File: src/rtl/ppu_pkg.sv
// Shared posit-unit sizing helpers; widths derive from the posit width so
// pack_fields and the encoder ports line up without casts.
package ppu_pkg;

  // Signed regime width: holds +/-(N-2).
  function automatic int k_size(input int n);
    return $clog2(n) + 1;
  endfunction

  function automatic int mant_size(input int n);
    return n - 2;
  endfunction

  function automatic int reg_len_size(input int n);
    return $clog2(n) + 1;
  endfunction

  function automatic int mant_len_size(input int n);
    return $clog2(n - 2) + 1;
  endfunction

endpackage

File: src/rtl/build_body.sv
// Combinational posit body assembly: regime, exponent and fraction packed
// MSB-first into the N-1 bits below the sign.
module build_body import ppu_pkg::*; #(
  parameter int N  = 4,
  parameter int ES = 0,
  localparam int K_SIZE    = k_size(N),
  localparam int MANT_SIZE = mant_size(N),
  localparam int ES_W      = (ES > 0) ? ES : 1
) (
  input  logic signed [K_SIZE-1:0]    k_i,
  input  logic        [ES_W-1:0]      next_exp_i,
  input  logic        [MANT_SIZE-1:0] frac_i,
  input  logic                        nz_frac_i,
  output logic        [N-2:0]         body_o
);

  int kk, rl, fl;

  always_comb begin
    body_o = '0;
    kk     = int'(k_i);
    rl     = (kk >= 0) ? kk + 2 : 1 - kk;
    fl     = N - 1 - ES - rl;
    // i counts from the MSB of the body; bits past body[0] simply never land.
    for (int i = 0; i < N - 1; i++) begin
      if (i < rl) begin
        body_o[N-2-i] = (kk >= 0) ? (i <= kk) : (i >= -kk);
      end else if (ES > 0 && i < rl + ES) begin
        body_o[N-2-i] = next_exp_i[ES-1-(i-rl)];
      end
    end
    if (nz_frac_i) begin
      for (int i = 0; i < MANT_SIZE; i++) begin
        if (i < fl) body_o[i] = body_o[i] | frac_i[i];
      end
    end
  end

endmodule

File: src/rtl/posit_pack_pipe.sv
// Two-stage posit encoder: stage 1 assembles the body, stage 2 rounds
// (RNE, saturating), applies sign and specials. Valid/ready on both sides.
module posit_pack_pipe import ppu_pkg::*; #(
  parameter int N  = 4,
  parameter int ES = 0,
  localparam int K_SIZE    = k_size(N),
  localparam int MANT_SIZE = mant_size(N),
  localparam int ES_W      = (ES > 0) ? ES : 1
) (
  input  logic                        clk,
  input  logic                        rst,
  input  logic                        in_valid,
  output logic                        in_ready,
  input  logic                        sign,
  input  logic                        is_zero,
  input  logic                        is_nar,
  input  logic signed [K_SIZE-1:0]    k,
`ifndef NO_ES_FIELD
  input  logic        [ES_W-1:0]      next_exp,
`endif
  input  logic        [MANT_SIZE-1:0] frac,
  input  logic                        round_bit,
  input  logic                        sticky_bit,
  input  logic                        k_is_oob,
  input  logic                        non_zero_frac_field_size,
  output logic                        out_valid,
  input  logic                        out_ready,
  output logic        [N-1:0]         posit
);

`ifdef NO_ES_FIELD
  logic [ES_W-1:0] next_exp;
  assign next_exp = '0;
`endif

  logic         s1_valid_q, s2_valid_q;
  logic         s1_adv, s2_adv, in_fire;
  logic [N-2:0] body_d, body_q;
  logic         sign_q, zero_q, nar_q, rb_q, st_q, oob_q;
  logic [N-1:0] posit_d, posit_q;

  build_body #(.N(N), .ES(ES)) u_body (
    .k_i        (k),
    .next_exp_i (next_exp),
    .frac_i     (frac),
    .nz_frac_i  (non_zero_frac_field_size),
    .body_o     (body_d)
  );

  assign s2_adv   = ~s2_valid_q | out_ready;
  assign s1_adv   = s1_valid_q & s2_adv;
  assign in_ready = ~s1_valid_q | s1_adv;
  assign in_fire  = in_valid & in_ready;

  // Saturating RNE: never rounds past maxpos, never rounds a clamped regime.
  logic         inc;
  logic [N-2:0] rbody;
  logic [N-1:0] mag;

  always_comb begin
    inc   = rb_q & (st_q | body_q[0]) & ~oob_q & ~(&body_q);
    rbody = body_q + {{(N-2){1'b0}}, inc};
    mag   = {1'b0, rbody};
    if (nar_q)       posit_d = {1'b1, {(N-1){1'b0}}};
    else if (zero_q) posit_d = '0;
    else if (sign_q) posit_d = -mag;
    else             posit_d = mag;
  end

  always_ff @(posedge clk or posedge rst) begin
    if (rst) begin
      s1_valid_q <= 1'b0;
      body_q     <= '0;
      sign_q     <= 1'b0;
      zero_q     <= 1'b0;
      nar_q      <= 1'b0;
      rb_q       <= 1'b0;
      st_q       <= 1'b0;
      oob_q      <= 1'b0;
    end else begin
      if (in_fire) begin
        s1_valid_q <= 1'b1;
        body_q     <= body_d;
        sign_q     <= sign;
        zero_q     <= is_zero;
        nar_q      <= is_nar;
        rb_q       <= round_bit;
        st_q       <= sticky_bit;
        oob_q      <= k_is_oob;
      end else if (s1_adv) begin
        s1_valid_q <= 1'b0;
      end
    end
  end

  always_ff @(posedge clk or posedge rst) begin
    if (rst) begin
      s2_valid_q <= 1'b0;
      posit_q    <= '0;
    end else if (s2_adv) begin
      s2_valid_q <= s1_valid_q;
      if (s1_valid_q) posit_q <= posit_d;
    end
  end

  assign out_valid = s2_valid_q;
  assign posit     = posit_q;

endmodule

File: config.mk
export PLATFORM = sky130hd
export DESIGN_NAME = posit_pack_pipe
export DESIGN_NICKNAME = d
export VERILOG_FILES = /design/src/rtl/ppu_pkg.sv /design/src/rtl/build_body.sv /design/src/rtl/posit_pack_pipe.sv
export SDC_FILE = /design/constraint.sdc
export NUM_CORES = 1
export LEC_CHECK = 0
export ABC_AREA = 1
export BUFFER_PORTS_ARGS = -buffer_cell sky130_fd_sc_hd__buf_2
export CELL_PAD_IN_SITES_DETAIL_PLACEMENT = 1
export CELL_PAD_IN_SITES_GLOBAL_PLACEMENT = 1
export CORE_UTILIZATION = 38
export DETAILED_ROUTE_END_ITERATION = 10
export GPL_TIMING_DRIVEN = 0
export PLACE_DENSITY_LB_ADDON = 0.3
export SYNTH_ARGS = -nofsm -noshare
export SYNTH_HDL_FRONTEND = slang
export SYNTH_SLANG_ARGS = --single-unit
File: constraint.sdc
create_clock -name clk -period 2.11 [get_ports clk]
set_input_delay 0.422 -clock clk [delete_from_list [all_inputs] [get_ports clk]]
set_output_delay 0.422 -clock clk [all_outputs]
set_load 0.005 [all_outputs]
==> results of run 1 <==
[metrics by stage]
step                total power (uW)  cell area (um^2)
floorplan                      564.9              1041
global placement               643.9              1184
detailed placement             667.0              1184
global route                   896.9              1211
CTS                            839.7              1211
finish                         826.1              1211
[logic make-up (layout without fill, tap and decap cells)]
kind of cell	after synthesis	count (layout)	share of synthesized area [%]
xor+xnor	2	2	1.683
flops	15	15	36.06
simple gates	54	54	21.51
compound gates	21	21	12.62
fa+ha+maj	15	15	18.03
buf+inv	26	51	10.10
[final cells by class]
cell class              instances  area share (%)
plain buffers                   1          0.9298
clock buffers                   3           1.860
clock inverters                 1          0.4132
inverters                      25           7.748
multi-input cells              92           46.28
flip-flops and latches         15           30.99
well taps                      30           3.099
repair buffers                 21           8.678
[path summary, 6_finish.rpt]
kind	start	end	slack, ps
worst max register to register	body_q[0]	posit[1]	170
worst min-delay path	rst	s1_valid_q	190
min in group clk	sticky_bit	st_q	320
worst max-delay path	body_q[0]	posit[1]	170
max in group asynchronous	rst	body_q[2]	1540
worst min register to register	rb_q	rb_q	480
[report_power, final]
part           total, uW  leakage, uW  switching [uW]  internal (uW)
Sequential           379     0.000181            35.4            344
Combinational        281     0.000484             164            116
Clock                166    0.0000177            96.0           70.5
[critical path: stages, from the launching register on]
cell	delay, ps
dfrtp_1	430
o21ai_0	190
a311oi_1	70
ha_1	190
ha_1	270
inv_1	70
ha_1	290
o21ai_0	210
o22ai_1	110
[flip-flops by register name, summed over array words and instances (netlist names)]
signal / flops
st_q: 1
oob_q: 1
out_valid: 1
sign_q: 1
posit: 4
rb_q: 1
nar_q: 1
s1_valid_q: 1
body_q: 3
zero_q: 1
[cell usage after synthesis]
library cell  instances  area share [%]
nand2_1              37              13
inv_1                24             8.7
dfrtp_1              15              36
ha_1                 15              18
a21oi_1               9             4.3
nand3_1               8             3.8
nor2_1                6             2.2
o21ai_2               4             3.4
o21ai_0               3             1.4
o22ai_1               3             1.8
a21oi_2               1            0.84
a311oi_1              1            0.84
buf_6                 1             1.1
inv_2                 1            0.36
nand2_2               1            0.60
nand3_2               1            0.96
nand4_1               1            0.60
xnor2_1               1            0.84
xor2_1                1            0.84
[routing by layer]
| layer | part of all wire (%) | GRT usage [%] | vias to the layer above |
|---|---|---|---|
| li1 | - | - | 473 |
| met1 | 46 | 22.26 | 423 |
| met2 | 50 | 31.30 | 19 |
| met3 | 3.8 | 5.000 | 2 |
| met4 | 0.35 | 2.564 | 0 |
| met5 | 0 | 0 | - |
==> run_results.csv, run 1 <==
group,metric,value,unit
cts,clk_path_buf_depth,2,
global_routing,grt_pass1_vias,913,
cts,cts_sinks,15,
critical_path,r2r_cells,8,
finish,mostFrequentLayoutCell,"nand2_1",
finish,seqCellArea,375.4,um^2
finish,num-fill-cells,339,
sta,setup_viol,0,
drt,drc,0,
die,fp.dieW,54.34,um
cts,cts_htree_levels,1,
sta,fmax,0.5148,GHz
die,rows,18,
drt,antenna_left,0,
power,p_per_area,682.1,nW/um^2
critical_path,cp-start-kind,"flip-flop",
drt,avgRoutedWirePerCell,12.20,um
yosys,syn-num-nets,165,
cts,cts_tree,"built",
place,place_congestion,0.7652,
cts,path_clk_slew,90,ps
power,peakVddDrop,0.5780,mV
finish,multi_input_area,560.5,um^2
global_routing,grt_use_total,17.95,%
drt,drt_wl_total,2293,um
yosys,syn_avg_cell_area,7.827,um^2
sta,finalWorstSetupSlack,167.5,ps
sta,hold_viol,0,
place,io_buffers,21,
place,dp.cells,184,
finish,final_core_utilization,48.02,%
sta,period_minus_slack,1943,ps
global_routing,grt_overflow,0,
cts,cts_hold_buf,0,
sta,maxSlewViolCount,0,
critical_path,cp-end-kind,"flip-flop",
die,core_area,2522,um^2
critical_path,crit_required,2280,ps
critical_path,cp.arrival,2110,ps
sta,fin_skew,2.575,ps
finish,final_layout_size_suffix_gt1_share,21.52,%
yosys,synth_seq_area_share,36.06,%
job,cap_violations,0,
yosys,netlist_instances,133,
drt,vias_per_cell,4.878,
worst_hold_path,hold_path.class,"in2async",
global_routing,grt_first_pass_wirelength,3815,um
cts,clock_latency,290,ps
yosys,synth_area,1041,um^2
yosys,ys.warnings.count,0,
place,dp_slack,83.47,ps
finish,mostFrequentLayoutCells,"nand2_1 (37), inv_1 (24), buf_2 (21)",
cts,cts_resized,0,
cts,cts_root_buf,"clkbuf_4",
die,die_area,2953,um^2
finish,area_growth,16.35,%
finish,n_antenna_cell,0,
place,dp_hpwl,1881,um
global_routing,grt_max_degree,16,
sta,tightest_slew,600.2,ps
die,start_util,41.27,%
drt,drt-initial-drc-count,3,
drt,dr.pass1.iters,3,
finish,final_cells,188,
critical_path,path_class,"reg2reg",
sta,hold_ws,187.5,ps
yosys,synth_cell_types,19,
sta,slew_headroom,59.94,%
drt,dr_total_vias,917,
yosys,yosys_register_bits,15,
sta,fin_crit_sh,92.06,%
die,die_y,54.34,um
power,power.leakage,0.0006826,uW
global_routing,antenna_found_initial,0,
finish,fin_nets,191,
outcome,status,"completed",
die,ioPinCount,23,
critical_path,cp_max_fo,4,
sta,rsz0062_at_grt,"no",
cts,cts_made_buffers,3,
cts,cts_setup_buffers,0,
sta,tns,0,ps
No activity file was read; power rests on OpenSTA's default activity.
==> inputs of run 2 (changes only) <==
--- a/config.mk
+++ b/config.mk
@@ -5,11 +5,11 @@
 export SDC_FILE = /design/constraint.sdc
 export NUM_CORES = 1
 export LEC_CHECK = 0
-export ABC_AREA = 1
+export ABC_AREA = 0
 export BUFFER_PORTS_ARGS = -buffer_cell sky130_fd_sc_hd__buf_2
 export CELL_PAD_IN_SITES_DETAIL_PLACEMENT = 1
 export CELL_PAD_IN_SITES_GLOBAL_PLACEMENT = 1
-export CORE_UTILIZATION = 38
+export CORE_UTILIZATION = 40
 export DETAILED_ROUTE_END_ITERATION = 10
 export GPL_TIMING_DRIVEN = 0
 export PLACE_DENSITY_LB_ADDON = 0.3
==> run 2 against run 1 <==
The flow now finishes with violations (DRC). Combinational power increased by 7%. Register-to-register slack got worse by 100 ps. Non-clock buffer count increased by 3. Routed wire length decreased by 6.6%. Cell count decreased by 16%. Count of clock-buffer cells in the layout increased by 1. Largest power group unchanged. Fmax decreased by 4.9%. Die area decreased by 4.4%. Core utilization increased by 3.2 points.
==> run_results.csv, run 2 <==
group,metric,value,unit
yosys,netlist_instances,100,
cts,cts_sinks,15,
power,power.leakage,0.0006334,uW
yosys,synthDominantCellAreaShare,35.89,%
sta,tns,0,ps
critical_path,crit_required,2290,ps
yosys,synth_top_cell_by_area,"dfrtp_1",
critical_path,cp_max_fo,4,
sta,fin_crit_sh,96.81,%
place,place_congestion,0.6761,
drt,vias_per_cell,5.209,
global_routing,grt_first_pass_wirelength,3622,um
global_routing,antenna_found_initial,0,
finish,fin_nets,161,
drt,avgRoutedWirePerCell,13.56,um
yosys,synth_commonest_cells,"dfrtp_1 (15), ha_1 (15), inv_1 (10)",
worst_hold_path,hold_path.class,"in2async",
sta,setup_viol,0,
critical_path,path_class,"reg2reg",
cts,clock_latency,290,ps
critical_path,cp-start-kind,"flip-flop",
yosys,synth_seq_area_share,35.89,%
drt,drt-initial-drc-count,6,
cts,cts_htree_levels,1,
die,die_area,2823,um^2
die,core_area,2477,um^2
yosys,syn_avg_cell_area,10.46,um^2
sta,period_minus_slack,2043,ps
drt,drt_wl_total,2142,um
sta,finalWorstSetupSlack,67.23,ps
outcome,failed_checks,"DRC",
job,cap_violations,0,
yosys,syn-num-nets,132,
cts,cts_tree,"built",
finish,largest_reg_flops,4,
finish,area_growth,21.29,%
finish,n_antenna_cell,0,
yosys,ys.warnings.count,0,
yosys,synth_cell_types,33,
critical_path,cp.arrival,2220,ps
power,p_per_area,666.3,nW/um^2
sta,tightest_slew,569.7,ps
yosys,yosys_register_bits,15,
sta,slew_headroom,61.98,%
yosys,synth_area_leaders,"dfrtp_1 (36%), ha_1 (18%), mux2_4 (5.7%)",
global_routing,grt_pass1_vias,876,
finish,fin_area,1269,um^2
die,die_y,53.14,um
die,ioPinCount,23,
cts,path_clk_slew,90,ps
sta,hold_viol,0,
place,place_area,1189,um^2
cts,cts_root_buf,"clkbuf_4",
die,fp.dieW,53.14,um
die,start_util,42.22,%
finish,mostFrequentLayoutCell,"buf_2",
yosys,synthFlopType,"dfrtp_1",
global_routing,grt_use_total,17.84,%
sta,fin_skew,5.946,ps
cts,cts_made_buffers,3,
drt,dr_total_vias,823,
yosys,synth_area,1046,um^2
global_routing,grt_max_degree,16,
drt,antenna_left,0,
finish,final_layout_size_suffix_gt1_share,35.16,%
finish,mostFrequentLayoutCells,"buf_2 (21), dfrtp_1 (15), ha_1 (12)",
sta,fmax,0.4895,GHz
cts,clk_path_buf_depth,2,
outcome,status,"finished with violations",
drt,drc,2,
die,rows,18,
power,peakVddDrop,0.3101,mV
yosys,async_reset_ff_share,100.0,%
place,dp_slack,-15.21,ps
place,dp_hpwl,1717,um
critical_path,cp-end-kind,"flip-flop",
place,io_buffers,21,
sta,maxSlewViolCount,0,
yosys,synth_edf_count,0,
global_routing,grt_overflow,0,
drt,dr.pass1.iters,6,
[run 2: cell count changes after synthesis, sizes merged, moves of 2 or more]
| cell | delta |
|---|---|
| nand2 | -29 |
| inv | -15 |
| a21oi | -9 |
| nand3 | -8 |
| mux2 | +6 |
| nand2b | +4 |
| nor2b | +4 |
| a31oi | +3 |
| nand3b | +3 |
| o22ai | -3 |
| o41ai | +3 |
| nor2 | -2 |
| nor3b | +2 |
[run 2: final timing paths]
path                               to  slack [ps]  startpoint  cells after the start
max in group asynchronous      sign_q        1560         rst                      2
hold / removal                 zero_q         170         rst                      2
min in group clk           s1_valid_q         350    in_valid                      2
setup / recovery             posit[2]          70   body_q[0]                     10
setup reg to reg             posit[2]          70   body_q[0]                     10
hold reg to reg              posit[1]         480    posit[1]                      2
[run 2: report_power, final]
part           leakage, uW  switching [uW]  internal [uW]
Sequential        0.000178            40.0            337
Clock            0.0000150            94.5           73.5
Combinational     0.000441             140            160
Total             0.000633             275            571
[run 2: layout make-up]
type / instances / area, um^2
buffer: 1 / 11.26
tap: 30 / 37.54
sequential: 15 / 375.4
inverter: 10 / 37.54
fill: 306 / 1209
clock buffer: 4 / 26.28
multi-input combinational: 74 / 653.1
timing repair buffer: 24 / 127.6
[run 2: timing repair]
item | 4_1_cts | 5_1_grt
resized for setup | 0 | 8
hold buffers | 0 | 0
buffers inserted | 0 | 3
setup endpoints to repair | 0 | 2
[run 2: critical path: stages (launching register included)]
cell	delay (ps)
dfrtp_1	440
nand3_2	90
o21ai_2	60
nor3b_2	180
ha_2	220
ha_4	210
inv_2	50
ha_2	160
nor2b_1	50
xnor2_1	130
o41ai_1	330
[run 2: layer usage]
metal	global-route usage, %	routed length [um]
met1	18.15	870
met2	34.39	1195
met3	4.310	58
met4	6.579	17
met5	0	0
[run 2: kinds of logic (layout without fill, tap and decap cells)]
| logic type | count (synthesis) | count (layout) | synth area share, % |
|---|---|---|---|
| xor+xnor | 2 | 2 | 1.675 |
| fa+ha+maj | 15 | 15 | 17.94 |
| mux | 7 | 7 | 8.852 |
| compound gates | 16 | 16 | 10.53 |
| flops | 15 | 15 | 35.89 |
| simple gates | 34 | 34 | 20.45 |
| buf+inv | 11 | 39 | 4.665 |
[run 2: per-stage QoR]
| stage | hold WS, ps | utilization, % | cells | power, uW |
|---|---|---|---|---|
| 4_1_cts | 197.3 | 49.04 | 155 | 806.5 |
| 2_1_floorplan | 323.5 | - | 100 | 550.7 |
| 5_1_grt | 205.0 | 51.21 | 158 | 912.0 |
| 3_5_place_dp | 466.6 | 47.98 | 151 | 641.1 |
| 3_3_place_gp | 453.5 | 47.98 | 151 | 621.7 |
| 6_report | 172.5 | 51.21 | 158 | 845.3 |
==> inputs of run 3 (changes only) <==
--- a/config.mk
+++ b/config.mk
@@ -12,7 +12,7 @@
 export CORE_UTILIZATION = 40
 export DETAILED_ROUTE_END_ITERATION = 10
 export GPL_TIMING_DRIVEN = 0
-export PLACE_DENSITY_LB_ADDON = 0.3
+export PLACE_DENSITY_LB_ADDON = 0.1
 export SYNTH_ARGS = -nofsm -noshare
 export SYNTH_HDL_FRONTEND = slang
 export SYNTH_SLANG_ARGS = --single-unit
==> constraint.sdc (replaced) <==
create_clock -name clk -period 2.11 [get_ports clk]
set_input_delay 0.422 -clock clk [delete_from_list [all_inputs] [get_ports clk]]
set_output_delay 0.422 -clock clk [all_outputs]
set_load 0.01 [all_outputs]
==> run 3 against run 2 <==
The run still ends with DRC left. Hold slack better by 6.3 ps. Count of clock-buffer cells in the layout stayed put. Total power shrank 6.3%. Global-route usage fell by 2.2 points. Cell count shrank 1.9%. Register-to-register slack gained 110 ps. Combinational power fell by 15%. Sequential power about the same. Highest routed layer unchanged.
==> run_results.csv, run 3 (same netlist as run 2, synthesis figures left out) <==
group,metric,value,unit
cts,cts_htree_levels,1,
place,dp_hpwl,1605,um
sta,fmax,0.5183,GHz
sta,fin_skew,2.367,ps
drt,drc,2,
critical_path,cp_max_fo,4,
global_routing,grt_overflow,0,
critical_path,crit-reg2reg-launch,"body_q[0]",
sta,slew_headroom,62.60,%
die,start_util,42.22,%
power,p_per_area,652.2,nW/um^2
cts,path_clk_slew,90,ps
sta,tightest_slew,560.4,ps
cts,clock_latency,280,ps
outcome,status,"finished with violations",
sta,hold_ws,178.8,ps
cts,cts_setup_buffers,0,
global_routing,grt_use_total,15.64,%
power,power.leakage,0.0006196,uW
sta,period_minus_slack,1929,ps
critical_path,crit_required,2270,ps
die,die_area,2823,um^2
place,place_congestion,0.6717,
place,dp.cells,151,
critical_path,max_stage_delay,410,ps
critical_path,cp-end-kind,"flip-flop",
global_routing,antenna_found_initial,0,
critical_path,crit_end,"posit[3]",
drt,drt-initial-drc-count,11,
finish,n_antenna_cell,0,
sta,maxSlewViolCount,0,
critical_path,r2r_end,"posit[3]",
sta,fin_crit_sh,91.44,%
drt,antenna_left,0,
global_routing,grt_pass1_vias,790,
sta,hold_viol,0,
finish,mostFrequentLayoutCell,"buf_2",
power,power.total,792.4,uW
finish,final_cells,155,
die,fp.dieW,53.14,um
drt,dr.pass1.iters,7,
drt,drt_wl_total,1888,um
drt,vias_per_cell,5.181,
place,io_buffers,21,
cts,cts_root_buf,"clkbuf_4",
worst_hold_path,hold_path.class,"in2async",
power,peakVddDrop,0.3554,mV
cts,clk_path_buf_depth,2,
finish,final_layout_size_suffix_gt1_share,28.00,%
finish,area_growth,16.15,%
die,rows,18,
critical_path,cp_num_cells,8,
critical_path,path_cells,"nand3_1 -> o21ai_0 -> nor3b_1 -> ha_1 -> ha_1 -> or3_1 -> a31oi_1 -> o21ai_0",
die,core_area,2477,um^2
job,cap_violations,0,
critical_path,r2r_cells,8,
drt,dr_total_vias,803,
cts,cts_sinks,15,
place,place_area,1189,um^2
outcome,failed_checks,"DRC",
critical_path,cp_top_family,"simple AND/OR/NAND/NOR gates",
critical_path,crit_buf_inv,0,
sta,rsz0062_at_grt,"no",
critical_path,slowest_stage,"dfrtp_1",
critical_path,cp.arrival,2090,ps
cts,cts_resized,0,
cts,cts_hold_buf,0,
cts,cts_tree,"built",
sta,setup_viol,0,
global_routing,grt_first_pass_wirelength,3208,um
finish,mostFrequentLayoutCells,"buf_2 (21), ha_1 (15), dfrtp_1 (15)",
critical_path,cp-start-kind,"flip-flop",
cts,cts_made_buffers,3,
global_routing,grt_max_degree,16,
finish,fin_nets,158,
die,ioPinCount,23,
drt,avgRoutedWirePerCell,12.18,um
critical_path,r2r_slack,180,ps
finish,fin_area,1215,um^2
finish,final_core_utilization,49.04,%
critical_path,crit_start,"body_q[0]",
critical_path,path_class,"reg2reg",
finish,largest_reg_flops,4,
die,die_y,53.14,um
-- run 3: cell count changes in the layout (fill, tap and decap cells not counted), sizes merged --
cell and change:
buf -3
-- run 3: power by group --
group | switching, uW | internal [uW]
Combinational | 124 | 131
Sequential | 37.1 | 337
Clock | 89.9 | 73.4
Total | 251 | 541
-- run 3: layout make-up --
cell class / count / area, um^2
Inverter: 10 / 37.54
Multi-Input combinational cell: 74 / 621.8
Clock buffer: 4 / 26.28
Timing Repair Buffer: 21 / 105.1
Tap cell: 30 / 37.54
Fill cell: 312 / 1262
Buffer: 1 / 11.26
Sequential cell: 15 / 375.4
-- run 3: layer usage --
layer | vias to the layer above | track usage [%] | wire (um)
met5 | - | 0 | 0
li1 | 399 | - | -
met2 | 12 | 30.17 | 1085
met3 | 2 | 1.724 | 42
met1 | 390 | 16.81 | 747
met4 | 0 | 6.579 | 12
-- run 3: worst min-delay path by stage --
stage / startpoint / to / slack [ps]
6_report: rst / zero_q / 180
5_1_grt: rst / zero_q / 210
4_1_cts: rst / zero_q / 200
3_5_place_dp: posit[2] / posit[2] / 460
3_3_place_gp: posit[2] / posit[2] / 450
2_1_floorplan: rst / body_q[0] / 320
-- run 3: worst reg2reg max path: stages, from the launching register on --
cell and delay (ps):
dfrtp_1 410, nand3_1 90, o21ai_0 80, nor3b_1 190, ha_1 180, ha_1 250
or3_1 350, a31oi_1 180, o21ai_0 90
-- run 3: through the flow --
stage          TNS (ps)  worst slack, ps
3_3_place_gp          0            47.91
3_5_place_dp     -62.23           -41.24
4_1_cts               0            145.3
5_1_grt               0            27.47
6_report              0            180.7
2_1_floorplan         0            326.2
